<file path="config.mk">
export PLATFORM = sky130hd
export DESIGN_NAME = logic_unit_arbiter
export DESIGN_NICKNAME = d
export VERILOG_FILES = /design/src/rtl/logic_unit_arbiter.sv
export SDC_FILE = /design/constraint.sdc
export NUM_CORES = 1
export LEC_CHECK = 0
export CORE_MARGIN = 2
export CORE_UTILIZATION = 42
export DETAILED_ROUTE_END_ITERATION = 7
export PLACE_DENSITY = 0.86
export SLEW_MARGIN = 30
export SYNTH_ARGS = -nofsm -noshare
export SYNTH_HDL_FRONTEND = slang
export SYNTH_SLANG_ARGS = --single-unit
</file>
<file path="constraint.sdc">
create_clock -name clk -period 2.6 [get_ports clk]
set_clock_uncertainty 0.05 [all_clocks]
set_input_delay 0.26 -clock clk [delete_from_list [all_inputs] [get_ports clk]]
set_output_delay 0.26 -clock clk [all_outputs]
set_load 0.005 [all_outputs]
</file>
<file path="src/rtl/logic_unit_arbiter.sv">
// Two-requester round-robin arbiter and sequencer for the shared 8-bit logic
// unit (AND/OR/XOR/NOT). Operands are registered toward the logic unit, the
// combinational result is captured one cycle later and returned with the
// requester id over a backpressured response channel.
//
// Handshake rule for every channel in this block: a transfer happens on a
// rising clock edge where valid and ready are both high; a producer holds
// valid and payload stable until that transfer, and ready may depend
// combinationally on valid.
module logic_unit_arbiter #(
  parameter int WIDTH = 8
) (
  input  logic             clk,
  input  logic             rst,

  input  logic             req0_valid,
  output logic             req0_ready,
  input  logic [WIDTH-1:0] req0_a,
  input  logic [WIDTH-1:0] req0_b,
  input  logic [1:0]       req0_op,

  input  logic             req1_valid,
  output logic             req1_ready,
  input  logic [WIDTH-1:0] req1_a,
  input  logic [WIDTH-1:0] req1_b,
  input  logic [1:0]       req1_op,

  output logic [WIDTH-1:0] lu_a,
  output logic [WIDTH-1:0] lu_b,
  output logic [1:0]       lu_select,
  input  logic [WIDTH-1:0] lu_result,

  output logic             rsp_valid,
  input  logic             rsp_ready,
  output logic             rsp_id,
  output logic [WIDTH-1:0] rsp_data,

  output logic             busy
);

  typedef enum logic [1:0] {
    IDLE  = 2'd0,
    ISSUE = 2'd1,
    RESP  = 2'd2
  } state_t;

  state_t state_q;
  state_t state_d;

  // Round-robin pointer: requester favoured when both are valid.
  logic ptr_q;
  // Index of the requester whose operation is currently in the logic unit.
  logic id_q;

  logic window;
  logic grant0;
  logic grant1;
  logic handshake;
  logic winner;

  // Arbitration window: open in IDLE, and in RESP only in the cycle the
  // pending response transfers, so a response is never overwritten.
  always_comb begin
    window = 1'b0;
    if (!rst) begin
      if (state_q == IDLE)
        window = 1'b1;
      else if (state_q == RESP && rsp_ready)
        window = 1'b1;
    end
  end

  // Winner selection: a lone valid wins, a tie goes to the pointer.
  always_comb begin
    grant0 = window & req0_valid & (~req1_valid | ~ptr_q);
    grant1 = window & req1_valid & (~req0_valid |  ptr_q);
  end

  assign req0_ready = grant0;
  assign req1_ready = grant1;
  assign handshake  = grant0 | grant1;
  assign winner     = grant1;
  assign busy       = (state_q != IDLE);

  // State register.
  always_ff @(posedge clk or posedge rst) begin
    if (rst)
      state_q <= IDLE;
    else
      state_q <= state_d;
  end

  // Next-state logic.
  always_comb begin
    state_d = state_q;
    case (state_q)
      IDLE: begin
        if (handshake)
          state_d = ISSUE;
      end
      ISSUE: begin
        state_d = RESP;
      end
      RESP: begin
        if (rsp_ready)
          state_d = handshake ? ISSUE : IDLE;
      end
      default: begin
        state_d = IDLE;
      end
    endcase
  end

  // Operand registers, id register and pointer update on each accepted op;
  // the logic unit inputs hold their last values between operations.
  always_ff @(posedge clk or posedge rst) begin
    if (rst) begin
      lu_a      <= '0;
      lu_b      <= '0;
      lu_select <= 2'b00;
      id_q      <= 1'b0;
      ptr_q     <= 1'b0;
    end else if (handshake) begin
      lu_a      <= winner ? req1_a  : req0_a;
      lu_b      <= winner ? req1_b  : req0_b;
      lu_select <= winner ? req1_op : req0_op;
      id_q      <= winner;
      ptr_q     <= ~winner;
    end
  end

  // Response channel: capture the logic unit result in ISSUE, hold it in
  // RESP until the consumer takes it.
  always_ff @(posedge clk or posedge rst) begin
    if (rst) begin
      rsp_valid <= 1'b0;
      rsp_id    <= 1'b0;
      rsp_data  <= '0;
    end else begin
      if (state_q == ISSUE) begin
        rsp_valid <= 1'b1;
        rsp_id    <= id_q;
        rsp_data  <= lu_result;
      end else if (state_q == RESP && rsp_ready) begin
        rsp_valid <= 1'b0;
      end
    end
  end

  // Only one requester may be granted per cycle.
  a_one_ready: assert property (@(posedge clk) disable iff (rst)
    !(req0_ready && req1_ready));

  // A stalled response stays valid and stable.
  a_rsp_hold: assert property (@(posedge clk) disable iff (rst)
    (rsp_valid && !rsp_ready) |=> (rsp_valid && $stable(rsp_data) && $stable(rsp_id)));

endmodule

</file>
After elaboration in Yosys (flattened, before gate mapping)
Cells that the tools add are included.
- flip-flop bits (word level): 32
- bits of input ports: 49
- output and inout port bits: 31
- logic and storage cells: 41
- equality and inequality tests: 4
- mux-type cells: 12
- bitwise gates (word level): 11
- reduce and logical (&&, ||, !) cells: 5
- operators by type and width (kind ; count):
    2-to-1 mux 8 bit ; 2
    2-to-1 mux 1 bit ; 6
    2-to-1 mux 2 bit ; 3
    case mux 2 bit (3 select lines) ; 1
    bitwise AND 1 bit ; 4
    != test 2 bit (second input constant) ; 2
    NOT 1 bit ; 4
    nonzero test 2 bit ; 2
    bitwise OR 1 bit ; 3
    == test 2 x 1 -> 1 bit (second input constant) ; 1
    == test 2 bit (second input constant) ; 1
    logical NOT 2 bit ; 1
    AND reduction 2 bit ; 1
    logical AND 1 bit ; 1

Longest topological paths before layout
- depth after elaboration: 11
- mapped depth: 5
- gate-level depth less buffers: 3

Worst setup path before layout
OpenSTA, ideal clock, no wires.
- kind: reg2reg
- start: register state_q[1]
- end: register rsp_data[0]
- setup time: 125 ps
- arrival time: 1155 ps
- data required time: 2425 ps
- setup slack: 1270 ps
- cell stages (with the launch flop): 4
- path buffers: 1
- clock period less this slack: 1330 ps
- cell sequence: dfrtp_1 and2b_1 buf_2 mux2_2
- word-level cells in the longest chain between the ends: 1
- ends and longest elaborated chain (what ; line ; RTL):
    from (decl) ; 47 ; state_t state_q;
    from (signal assigned) ; 90 ; state_q <= state_d;
    == test 2 x 1 -> 1 bit ; 140 ; if (state_q == ISSUE) begin
    to (signal assigned) ; 143 ; rsp_data <= lu_result;
    to (decl) ; 36 ; output logic [WIDTH-1:0] rsp_data,
Every way passes these cells.
A chain may end at the register's enable or synchronous reset.

Worst setup path in the final report
- start: register state_q[0]
- end: output port req1_ready
- word-level cells in the longest chain between the ends: 7
- elaborated cells on any way between the ends: 8
- those cells by class: eq/ne (1); mux (3); bitwise (2); reduce/logical (2)
- ends and longest elaborated chain (what ; line ; RTL):
    == test 2 bit ; 68 ; else if (state_q == RESP && rsp_ready)
    logical AND 1 bit ; 68 ;
    2-to-1 mux 1 bit ; 68 ;
    2-to-1 mux 1 bit (*) ; 66 ; if (state_q == IDLE)
    2-to-1 mux 1 bit (*) ; 65 ; if (!rst) begin
    bitwise AND 1 bit (*) (2 in series) ; 76 ; grant1 = window & req1_valid & (~req0_valid | ptr_q);
    to (decl) ; 23 ; output logic req1_ready,
Every way passes the cells marked *; elsewhere a longest branch is shown, timed or not.

==> results by group <==
Status
  – Status: finished, final reports clean

Place
  – Buffers on Ports: 79
  – Post-detail-place hpwl: 3100 um
  – Placed Cells: 231
  – Routability congestion estimate: 0.862

Synth
  – Post-synth top area share: 0.535
  – Area contributors post-synth: dfrtp_1, o32ai_1, a2bb2oi_2
  – Syn Area/Cell: 13.5 um2
  – Syn. warnings: 0
  – Post-synthesis cell area: 1500 um2
  – Cells after Synth: 111
  – Seq cells post-synth: 32
  – Syn_nets: 160
  – Sequential fraction of the synthesis area: 0.535
  – Area leader, netlist: dfrtp_1
  – Netlist cell types: 24

Power
  – Leak: 0.931 nW
  – Clk pwr share: 0.167
  – Post-layout power: 1.79 mW
  – Seq pwr share: 0.422
  – Int Pwr: 1.27 mW
  – Comb pwr share: 0.411
  – Power Density: 754 nW/um2
  – Switch share: 0.289
  – VDD IR max: 0.427 mV
  – Psw: 0.517 mW

Final layout
  – Most frequent cells in the layout: clkdlybuf4s50_1, dfrtp_1, o32ai_1
  – Share of layout cells above drive strength 1: 0.176
  – Final cell count without fillers: 239
  – Most common cell after layout, fill and taps aside: clkdlybuf4s50_1
  – N_diodes: 0
  – Area Overhead vs Synth: 58.4%
  – Nets@finish: 241
  – Post-layout utilization of the core: 0.700

Floorplan
  – Die span in y: 63.7 um
  – Initial Util: 0.441
  – Ports: 80
  – Die area: 4060 um2
  – Die width: 63.7 um
  – CORE AREA: 3390 um2
  – Row Count: 21

Clocking
  – Htree depth: 2
  – CTS buffer count: 5
  – Sink Count: 32
  – Worst-path clk slew: 100 ps
  – CTS tree: done
  – Resized cells post-CTS: 0
  – Cts hold-fix bufs: 0
  – Clock Tree Root: clkbuf_4
  – Postcts setup bufs: 0
  – Deepest clock path buffer count: 2
  – Worst-Skew Late Latency: 340 ps

Critical path
  – Crit-path cells: nor2_1 -> o21ai_0 -> nor3_1 -> clkdlybuf4s50_1
  – Crit start category: register
  – Buffers & Inverters on Critical Path: 1
  – Reg2reg path depth: 2
  – R2r setup slk: 1110 ps
  – CP required: 2290 ps
  – CP arrival: 1930 ps
  – CP Capture Type: output port
  – Crit-path leading delay family: buffers and inverters
  – Slowest CP cell: clkdlybuf4s50_1
  – Crit path kind: register to output port
  – Crit Path Max Fanout: 4
  – R2R Path End: rsp_data[4]$_DFFE_PP0P_
  – Critical path's largest stage delay: 530 ps
  – Reg2reg start: state_q[1]$_DFFE_PP0P_

Route
  – 1st-iter DRT viols: 51
  – Post-route ant nets: 0
  – Final wirelength: 4060 um
  – Drt pass-1 iters: 4
  – Via/cell ratio: 5.47
  – Post-detailed-route DRC marker count: 0
  – WL per Instance: 17.0 um
  – Via count: 1,307

STA
  – Setup TNS: 0 ps
  – RSZ-0062 raised after global routing: no
  – Slew margin rel.: 0.659
  – Fin Hold WS: 316 ps
  – Setup-failing EPs final: 0
  – Final Max Slew Viols: 0
  – Fin crit period: 2240 ps
  – Final period utilization: 0.861
  – Worst-margin pin slew: 511 ps
  – Hold Vio Cnt, Final: 0
  – Achievable Freq: 0.447 GHz

Global route
  – Antenna violations before repair: 0
  – GR Overflow Total: 0
  – Vias in the first global route: 1,412
  – Largest net degree at the start of global routing: 20
  – Global-route wire length before repair: 6720 um
  – Tot GR Track Use: 0.218

Min path
  – Hold Path Class: input pin to asynchronous set/reset pin

Run
  – Max-cap viol count: 0
==> synthesized netlist by cell type, drive strengths merged <==
master and instances:
o221a 1, a211oi 1, and2b 1, nor2b 1
a31oi 1, o211a 1, mux2 9, o22a 1
nand2 2, dfrtp 32, o32ai 19, nor3 1
a2bb2oi 18, nor2 3, inv 6, clkbuf 4
buf 6, o21ai 2, a21bo 1, nand3 1
==> per-layer routing <==
| layer | GRT usage | vias up | part of all wire |
|---|---|---|---|
| li1 | - | 602 | - |
| met1 | 0.230 | 644 | 0.38 |
| met2 | 0.391 | 51 | 0.54 |
| met3 | 0.0750 | 10 | 0.057 |
| met4 | 0.0897 | 0 | 0.023 |
| met5 | 0 | - | 0 |
==> power groups by stage <==
stage                     logic (mW)  clock network [mW]  registers, mW
after floorplan                0.308                   0          0.762
after CTS                      0.744               0.308          0.754
after global routing           0.786               0.332          0.775
after global placement         0.718                   0          0.752
after detailed placement       0.743                   0          0.761
final                          0.734               0.299          0.754
==> layout make-up <==
class,instances,area [um2]
clock inverter,2,10.0
sequential,32,801
tap,46,57.6
clock buffer,6,51.3
fill,253,1020
timing repair buffer,84,828
multi-input combinational,63,601
inverter,6,22.5
==> through the flow <==
| step | worst slack, ps | instance area (um2) |
|---|---|---|
| final | 361 | 2370 |
| after global routing | 257 | 2370 |
| after CTS | 341 | 2370 |
| after detailed placement | 376 | 2310 |
| after global placement | 393 | 2310 |
| after floorplan | 1270 | 1500 |
==> worst max path at each step <==
stage	startpoint	end	slack [ps]	cells after the start
final	state_q[0]$_DFFE_PP0P_	req1_ready	360	4
after global routing	state_q[0]$_DFFE_PP0P_	req1_ready	260	4
after floorplan	state_q[1]$_DFFE_PP0P_	rsp_data[0]$_DFFE_PP0P_	1270	3
after global placement	rst	req1_ready	390	5
after CTS	state_q[0]$_DFFE_PP0P_	req1_ready	340	4
after detailed placement	rst	req1_ready	380	5
==> worst reg2reg max path, cell delays in order (launching register included) <==
cell and delay [ps]:
dfrtp_1 470, and2b_1 460, mux2_2 390
==> registers in the layout, indices dropped and copies added (netlist names) <==
name	flops
lu_select	2
id_q	1
rsp_valid	1
lu_b	8
ptr_q	1
rsp_id	1
rsp_data	8
lu_a	8
state_q	2
==> kinds of logic after synthesis <==
logic type | synth area share
compound gates | 0.305
buf+inv | 0.0635
flops | 0.535
mux | 0.0677
simple gates | 0.0284
Note: power is estimated with default switching activity, not from simulation.
